<file path="config.mk">
export PLATFORM = sky130hd
export DESIGN_NAME = dmem_arbiter
export DESIGN_NICKNAME = d
export VERILOG_FILES = /design/src/rtl/dmem_arb_pkg.sv /design/src/rtl/dmem_arb_perf.sv /design/src/rtl/dmem_arbiter.sv
export SDC_FILE = /design/constraint.sdc
export NUM_CORES = 1
export LEC_CHECK = 0
export CELL_PAD_IN_SITES_DETAIL_PLACEMENT = 1
export CELL_PAD_IN_SITES_GLOBAL_PLACEMENT = 2
export CORE_MARGIN = 2
export CORE_UTILIZATION = 10
export CTS_BUF_LIST = sky130_fd_sc_hd__clkbuf_8 sky130_fd_sc_hd__clkbuf_16
export DETAILED_ROUTE_END_ITERATION = 8
export PLACE_DENSITY = 0.95
export SLEW_MARGIN = 15
export SYNTH_ARGS = -nofsm -noshare
export SYNTH_HDL_FRONTEND = slang
export SYNTH_SLANG_ARGS = --single-unit
</file>
<file path="constraint.sdc">
create_clock -name clk -period 6.05 [get_ports clk]
set_input_delay 0.9075 -clock clk [delete_from_list [all_inputs] [get_ports clk]]
set_output_delay 0.9075 -clock clk [all_outputs]
set_load 0.01 [all_outputs]
</file>
<file path="src/rtl/dmem_arb_pkg.sv">
// Shared types and defaults for the data-memory arbiter.
// The top-level FSM and grant logic import this package.
package dmem_arb_pkg;

   // Arbiter FSM states.
   // CPU_RESP is the cycle in which a granted CPU load returns its data.
   typedef enum logic [0:0] {
      IDLE,
      CPU_RESP
   } arb_state_t;

   // Owner of the RAM port in the current cycle.
   typedef enum logic [1:0] {
      OWN_NONE,
      OWN_CPU,
      OWN_AUX
   } owner_t;

   // Number of consecutive cycles a requesting aux master may lose to the CPU.
   localparam int DEFAULT_STARVE_MAX = 4;

endpackage

</file>
<file path="src/rtl/dmem_arb_perf.sv">
// Performance counters for the data-memory arbiter.
// The top instantiates this module only when DMEM_ARBITER_PERF_EN is defined.
// Both counters wrap at 2^32 and are cleared by the synchronous active-low reset.
module dmem_arb_perf (
   input  logic        clk,
   input  logic        rst,
   input  logic        cpu_stall,
   input  logic        aux_gnt,
   output logic [31:0] perf_cpu_stall_cnt,
   output logic [31:0] perf_aux_gnt_cnt
);

   // Count CPU stall cycles and aux grants, with wrap-around.
   always_ff @(posedge clk) begin
      if (!rst) begin
         perf_cpu_stall_cnt <= '0;
         perf_aux_gnt_cnt   <= '0;
      end else begin
         if (cpu_stall) begin
            perf_cpu_stall_cnt <= perf_cpu_stall_cnt + 32'd1;
         end
         if (aux_gnt) begin
            perf_aux_gnt_cnt <= perf_aux_gnt_cnt + 32'd1;
         end
      end
   end

endmodule

</file>
<file path="src/rtl/dmem_arbiter.sv">
// Single-port data-memory arbiter between the CPU data port and an auxiliary
// master, in front of a one-cycle-latency synchronous block RAM.
// The CPU normally wins arbitration. A requesting aux master that has lost
// STARVE_MAX cycles in a row wins the next contended cycle.
// Optional feature: define DMEM_ARBITER_PERF_EN to add the perf_* counter ports.
module dmem_arbiter
   import dmem_arb_pkg::*;
#(
   parameter int ADDR_W     = 32,
   parameter int DATA_W     = 32,
   parameter int STARVE_MAX = DEFAULT_STARVE_MAX
) (
   input  logic                clk,
   input  logic                rst,
   input  logic                cpu_req,
   input  logic [DATA_W/8-1:0] cpu_we,
   input  logic [ADDR_W-1:0]   cpu_addr,
   input  logic [DATA_W-1:0]   cpu_wdata,
   output logic [DATA_W-1:0]   cpu_rdata,
   output logic                cpu_stall,
   input  logic                aux_req,
   input  logic [DATA_W/8-1:0] aux_we,
   input  logic [ADDR_W-1:0]   aux_addr,
   input  logic [DATA_W-1:0]   aux_wdata,
   output logic                aux_gnt,
   output logic                aux_rvalid,
   output logic [DATA_W-1:0]   aux_rdata,
   output logic                mem_en,
   output logic [DATA_W/8-1:0] mem_we,
   output logic [ADDR_W-1:0]   mem_addr,
   output logic [DATA_W-1:0]   mem_wdata,
`ifdef DMEM_ARBITER_PERF_EN
   output logic [31:0]         perf_cpu_stall_cnt,
   output logic [31:0]         perf_aux_gnt_cnt,
`endif
   input  logic [DATA_W-1:0]   mem_rdata
);

   // A zero STARVE_MAX still needs a one-bit counter, which then stays at zero.
   localparam int                CNT_W        = (STARVE_MAX > 0) ? $clog2(STARVE_MAX + 1) : 1;
   localparam logic [CNT_W-1:0]  STARVE_LIMIT = CNT_W'(STARVE_MAX);

   arb_state_t       state;
   logic [CNT_W-1:0] starve_cnt;
   owner_t           owner;
   logic             cpu_cand;
   logic             aux_favoured;

   // Pick the port owner.
   // The CPU competes only from IDLE. Aux beats the CPU once it is starved.
   // Reset forces no owner.
   always_comb begin
      cpu_cand     = (state == IDLE) && cpu_req;
      aux_favoured = (starve_cnt == STARVE_LIMIT);
      owner        = OWN_NONE;
      if (!rst) begin
         owner = OWN_NONE;
      end else if (aux_req && (!cpu_cand || aux_favoured)) begin
         owner = OWN_AUX;
      end else if (cpu_cand) begin
         owner = OWN_CPU;
      end
   end

   // Steer the owner's request onto the RAM port.
   // The port stays idle when nobody owns it.
   always_comb begin
      mem_en    = 1'b0;
      mem_we    = '0;
      mem_addr  = cpu_addr;
      mem_wdata = cpu_wdata;
      case (owner)
         OWN_CPU: begin
            mem_en    = 1'b1;
            mem_we    = cpu_we;
            mem_addr  = cpu_addr;
            mem_wdata = cpu_wdata;
         end
         OWN_AUX: begin
            mem_en    = 1'b1;
            mem_we    = aux_we;
            mem_addr  = aux_addr;
            mem_wdata = aux_wdata;
         end
         default: begin
         end
      endcase
   end

   // Stall the CPU when its request lost, or when it won with a load that returns next cycle.
   // Aux sees its grant in the same cycle.
   always_comb begin
      aux_gnt   = (owner == OWN_AUX);
      cpu_stall = (cpu_cand && (owner == OWN_AUX)) ||
                  ((owner == OWN_CPU) && (cpu_we == '0));
   end

   // The RAM read data is shared by both masters.
   // Each master qualifies it with its own response timing.
   assign cpu_rdata = mem_rdata;
   assign aux_rdata = mem_rdata;

   // Sequence the FSM, the aux read-valid flag and the aux starvation counter.
   always_ff @(posedge clk) begin
      if (!rst) begin
         state      <= IDLE;
         starve_cnt <= '0;
         aux_rvalid <= 1'b0;
      end else begin
         case (state)
            IDLE: begin
               if ((owner == OWN_CPU) && (cpu_we == '0)) begin
                  state <= CPU_RESP;
               end
            end
            CPU_RESP: begin
               state <= IDLE;
            end
            default: begin
               state <= IDLE;
            end
         endcase
         aux_rvalid <= aux_gnt && (aux_we == '0);
         if (aux_req && !aux_gnt) begin
            if (starve_cnt != STARVE_LIMIT) begin
               starve_cnt <= starve_cnt + CNT_W'(1);
            end
         end else begin
            starve_cnt <= '0;
         end
      end
   end

`ifdef DMEM_ARBITER_PERF_EN
   // Optional stall and grant counters.
   dmem_arb_perf u_perf (
      .clk                (clk),
      .rst                (rst),
      .cpu_stall          (cpu_stall),
      .aux_gnt            (aux_gnt),
      .perf_cpu_stall_cnt (perf_cpu_stall_cnt),
      .perf_aux_gnt_cnt   (perf_aux_gnt_cnt)
   );
`endif

endmodule
</file>
==> impl_metrics.py, run 1 <==
metrics = {
    "routing": {
        "via_per_inst": 3.38,
        "firstDrtPassIters": 2,
        "routed_wl_um": 8160,
        "ant_nets": 0,
        "route.detailed.drc": 0,
        "wl_per_cell_um": 15.2,
        "num_vias": 1817,
        "drt_first_iter_violations": 41,
    },
    "power_and_ir_drop": {
        "p_int_mw": 0.281,
        "p_per_area_nw_per_um2": 104,
        "ir_worst_vdd_uv": 55.1,
        "power_frac_seq_pct": 9.3,
        "finalPower_mw": 0.372,
        "switching_share_pct": 24.3,
        "p_leak_nw": 1.25,
        "clock_power_share_pct": 29.3,
        "p_comb_share_pct": 61.4,
        "power.switching_mw": 0.0901,
    },
    "logic_synthesis": {
        "synth.cell_area_um2": 1610,
        "synth_nets": 356,
        "synth-edff-count": 0,
        "ys.flop_type": "dfxtp_1",
        "ys_async_sr_fraction_pct": 0,
        "synth.avg_cell_area_um2": 8.92,
        "yosys_warnings": 0,
        "ys_seq_area_share_pct": 6.24,
        "synth_seq_cells": 5,
        "synthCells": 180,
        "synth_cell_type_count": 24,
    },
    "grt": {
        "gr-total-overflow": 0,
        "globalRouteMet1Util_pct": 7.46,
        "grt_pass1_vias": 2028,
        "grt_pass1_wl_um": 11200,
        "track_usage_pct": 8.53,
        "gr-max-usage-layer": "met2",
        "grt_max_degree": 73,
        "antenna_found_initial": 0,
        "use_met3_pct": 1.95,
        "use_met2_pct": 18.4,
    },
    "sta": {
        "worst_pin_slew_ps": 950,
        "finalHoldViolations": 0,
        "max_slew_margin_pct": 36.7,
        "rsz0062_at_grt": "false",
        "setup_viol": 0,
        "max_freq_mhz": 224,
        "setup_tns_ps": 0,
        "slew_violations": 0,
        "min_period_ps": 4460,
        "post-route-period-util_pct": 73.8,
        "fin_skew_ps": 0.938,
    },
    "finish": {
        "seqCellArea_um2": 100,
        "mostFrequentLayoutCells": "clkdlybuf4s50_1 (211), mux2_2 (58), mux2_1 (6)",
        "multiInputGateArea_um2": 983,
        "antennaDiodeCount": 0,
        "mostFrequentLayoutCell": "clkdlybuf4s50_1",
        "fillers": 1867,
        "nets": 499,
        "synthToLayoutAreaGrowth_pct": 122,
        "post_route_cells_drive_above_1_share_pct": 20.2,
    },
    "placed_design": {
        "io_buffers": 211,
        "place.gp.congestion": 0.768,
        "detailed_place_hpwl_um": 7160,
    },
    "run_status": {
        "run_status": "complete, no violations",
    },
    "cts": {
        "clkLatencyLatePin_ps": 230,
        "cts_buffer_depth": 2,
        "hold_buffers": 0,
        "cts.sinks": 5,
        "postCtsSetupBuffers": 0,
        "root_buffer": "clkbuf_16",
        "clk_pin_slew_worst_paths_ps": 30,
        "cts_buffers": 3,
        "cts_tree": "done",
        "htreeDepth": 1,
        "post_cts_resize_count": 0,
    },
    "min_path": {
        "min_path_type": "reg2reg",
        "min_from": "state",
    },
    "worst_setup_path": {
        "critPathKind": "in2out",
        "timing.rr.start": "starve_cnt[0]",
        "cp-start-kind": "input pin",
        "cp-end-kind": "primary output",
        "critPathLaunch": "rst",
        "crit_required_ps": 5140,
        "cp_data_arrival_time_ps": 3560,
        "crit_fanout": 72,
    },
    "floorplanning": {
        "start_util_pct": 10.2,
        "die_height_um": 131,
        "die_x_um": 131,
        "pin_count": 308,
        "coreArea_um2": 15800,
        "rows": 46,
        "die_area_um2": 17100,
    },
    "run": {
        "drv_cap": 0,
    },
}
==> worst max-delay path, stage by stage <==
cell and delay, ps:
clkdlybuf4s50_1 560, nand2_1 100, a21oi_1 220, ha_4 800
mux2_2 430, clkdlybuf4s50_1 500
==> stage by stage <==
step	setup slack [ps]	instances	cell area, um^2	hold WS, ps	utilization (%)
finish	1590	538	3560	444	22.5
global route	1370	538	3560	451	22.5
CTS	1550	538	3560	447	22.5
detailed placement	1560	534	3480	435	22.0
global placement	1610	534	3480	430	22.0
floorplan	2900	180	1610	415	-
==> flip-flops by register name, summed over array words and instances, names as in the netlist <==
| register | count |
|---|---|
| aux_rvalid | 1 |
| starve_cnt | 3 |
| state | 1 |
==> layout make-up <==
class | instances | area share [%]
Clock buffer | 3 | 2.11
Clock inverter | 1 | 0.106
Inverter | 3 | 0.317
Multi-Input combinational cell | 99 | 27.7
Sequential cell | 5 | 2.81
Tap cell | 216 | 7.60
Timing Repair Buffer | 211 | 59.4
==> synth_stat cells (all sizes together) (2+ instances only) <==
| master | count | area, um^2 |
|---|---|---|
| nor2 | 5 | 18.8 |
| inv | 3 | 11.3 |
| nand3 | 4 | 20.0 |
| a21o | 2 | 15.0 |
| and3 | 2 | 12.5 |
| dfxtp | 5 | 100 |
| mux2 | 64 | 721 |
| buf | 71 | 515 |
| nand2 | 2 | 7.51 |
| a21oi | 3 | 15.0 |
| a22oi | 4 | 30.0 |
| ha | 4 | 50.1 |
| clkbuf | 2 | 7.51 |
==> power groups by stage <==
| stage | Sequential (mW) | Combinational [mW] | Clock, mW |
|---|---|---|---|
| after floorplan | 0.0349 | 0.110 | 0 |
| after global placement | 0.0350 | 0.226 | 0 |
| after detailed placement | 0.0351 | 0.230 | 0 |
| after CTS | 0.0346 | 0.232 | 0.112 |
| after global routing | 0.0347 | 0.244 | 0.114 |
| final | 0.0347 | 0.228 | 0.109 |
==> path summary, 6_finish.rpt <==
kind / end / slack, ps / depth (start not counted)
max: mem_addr[12] / 1590 / 6
min: state / 440 / 1
max reg2reg: starve_cnt[2] / 3770 / 7
min reg2reg: state / 440 / 1
==> routing by layer <==
| layer | vias to the layer above | wire (um) | share of wire, % |
|---|---|---|---|
| met3 | 29 | 797 | 9.8 |
| met2 | 135 | 4870 | 60 |
| met5 | - | 0 | 0 |
| met1 | 806 | 2290 | 28 |
| li1 | 847 | - | - |
| met4 | 0 | 194 | 2.4 |
==> cells by family (layout without fill, tap and decap cells) <==
family / Yosys count / count (layout) / share of synthesized area, %
AOI/OAI and AO/OA: 11 / 11 / 4.91
adders and majority gates: 4 / 4 / 3.12
buffers and inverters: 76 / 218 / 33.3
DFF: 5 / 5 / 6.24
muxes: 64 / 64 / 44.9
and+or+nand+nor: 20 / 20 / 7.56
Power figures use the tool's default switching activity.
==> inputs of run 2 (changes only) <==
clock period = 3.8 ns   (was 6.05 ns; I/O delays follow)
==> impl_metrics.py, run 2 (same netlist as run 1, synthesis figures left out) <==
metrics = {
    "cts": {
        "cts.sinks": 5,
        "htreeDepth": 1,
        "postCtsSetupBuffers": 0,
        "post_cts_resize_count": 0,
        "hold_buffers": 0,
        "cts_tree": "done",
        "clkLatencyLatePin_ps": 230,
        "root_buffer": "clkbuf_16",
        "cts_buffer_depth": 2,
        "cts_buffers": 3,
        "clk_pin_slew_worst_paths_ps": 30,
    },
    "grt": {
        "grt_max_degree": 39,
        "grt_pass1_wl_um": 11100,
        "antenna_found_initial": 0,
        "gr-total-overflow": 0,
        "track_usage_pct": 8.46,
        "grt_pass1_vias": 2002,
    },
    "power_and_ir_drop": {
        "clock_power_share_pct": 28.7,
        "p_per_area_nw_per_um2": 165,
        "p_leak_nw": 1.27,
        "p_comb_share_pct": 62.0,
        "switching_share_pct": 24.1,
        "power.switching_mw": 0.143,
        "p_int_mw": 0.450,
        "power_frac_seq_pct": 9.3,
        "ir_worst_vdd_uv": 152,
    },
    "routing": {
        "firstDrtPassIters": 4,
        "num_vias": 1837,
        "routed_wl_um": 8170,
        "via_per_inst": 3.40,
        "drt_first_iter_violations": 18,
        "ant_nets": 0,
        "wl_per_cell_um": 15.1,
        "route.detailed.drc": 0,
    },
    "min_path": {
        "min_path_type": "reg2reg",
        "min_path_cells": 1,
        "min_to": "state",
        "min_from": "state",
    },
    "finish": {
        "largest_reg_flops": 3,
        "largest_register": "starve_cnt",
        "biggestRegsByFlops": "starve_cnt: 3 flops, aux_rvalid: 1 flops, state: 1 flops",
        "mostFrequentLayoutCell": "clkdlybuf4s50_1",
        "synthToLayoutAreaGrowth_pct": 124,
        "post_route_cells_drive_above_1_share_pct": 20.7,
        "fin_area_um2": 3600,
        "nets": 501,
        "antennaDiodeCount": 0,
        "utilization_pct": 22.8,
        "mostFrequentLayoutCells": "clkdlybuf4s50_1 (211), mux2_2 (58), mux2_1 (6)",
    },
    "sta": {
        "finalHoldViolations": 0,
        "post-route-period-util_pct": 94.2,
        "setup_tns_ps": 0,
        "slew_violations": 0,
        "setup_viol": 0,
        "worst_pin_slew_ps": 349,
        "rsz0062_at_grt": "false",
        "min_period_ps": 3580,
        "fin_skew_ps": 0.677,
        "max_slew_margin_pct": 76.7,
        "max_freq_mhz": 279,
    },
    "worst_setup_path": {
        "r2r_slack_ps": 1760,
        "cpPeakStageDelay_ps": 560,
        "crit_fanout": 5,
        "cp-start-kind": "input pin",
        "cp_top_family": "simple AND/OR/NAND/NOR gates",
        "crit_top_cell": "clkdlybuf4s50_1",
        "critPathKind": "in2out",
        "cp_num_buf_inv": 2,
        "timing.rr.start": "starve_cnt[0]",
        "reg2reg_to": "state",
        "crit_required_ps": 3230,
        "critPathSlowestCell": "clkdlybuf4s50_1",
        "cp-end-kind": "primary output",
        "path_cells": "clkdlybuf4s50_1 > nor2b_1 > and3_1 > ha_1 > or4b_4 > o2bb2ai_1 > clkdlybuf4s50_1",
        "cp_data_arrival_time_ps": 3010,
        "r2r_cells": 7,
    },
    "floorplanning": {
        "die_x_um": 131,
        "die_area_um2": 17100,
        "die_height_um": 131,
        "rows": 46,
        "coreArea_um2": 15800,
        "start_util_pct": 10.2,
        "pin_count": 308,
    },
    "run": {
        "drv_cap": 0,
    },
    "run_status": {
        "run_status": "complete, no violations",
    },
    "placed_design": {
        "io_buffers": 211,
        "detailed_place_hpwl_um": 7260,
        "placed_cell_area_um2": 3520,
        "place.gp.congestion": 0.732,
    },
}
[run 2: power by group through the flow]
stage / registers, mW / logic, mW / clock network, mW
floorplan: 0.0556 / 0.174 / 0
global placement: 0.0557 / 0.362 / 0
detailed placement: 0.0559 / 0.370 / 0
CTS: 0.0552 / 0.373 / 0.173
global route: 0.0553 / 0.391 / 0.177
finish: 0.0552 / 0.367 / 0.170
[run 2: layer usage]
layer  GRT usage (%)  vias up  routed length, um
met3            2.20       29                791
met4            2.75        0                193
li1                -      849                  -
met1            7.12      824               2300
met5               0        -                  0
met2            18.5      135               4890
[run 2: layout make-up]
class / count / area, um^2
clock inverters: 1 / 3.75
clock buffers: 3 / 75.1
repair buffers: 213 / 2150
well taps: 216 / 270
fillers: 1854 / 12200
inverters: 3 / 11.3
multi-input cells: 99 / 983
flip-flops and latches: 5 / 100
[run 2: how the worst max path moves through the flow]
stage               startpoint  slack (ps)   endpoint  cells past startpoint
floorplan              cpu_req        1330  cpu_stall                      5
global placement       cpu_req         310  cpu_stall                      7
detailed placement     cpu_req         220  cpu_stall                      7
CTS                    cpu_req         220  cpu_stall                      7
global route           cpu_req          70  cpu_stall                      7
finish                 cpu_req         220  cpu_stall                      7
[run 2: metrics by stage]
step / std cells / total power, mW / setup slack, ps / hold slack (ps)
4_1_cts: 540 / 0.602 / 219 / 442
5_1_grt: 540 / 0.624 / 72.7 / 459
6_report: 540 / 0.593 / 221 / 446
3_5_place_dp: 536 / 0.426 / 216 / 438
3_3_place_gp: 536 / 0.418 / 307 / 426
2_1_floorplan: 180 / 0.230 / 1330 / 415
[run 2: worst register-to-register path: cells and delay by family, from the launching register on]
| family | cells | cell delay (ps) |
|---|---|---|
| buffers and inverters | 1 | 60 |
| flip-flops | 1 | 370 |
| AND/OR/NAND/NOR | 4 | 1000 |
| adder cells (fa/ha/maj) | 2 | 510 |
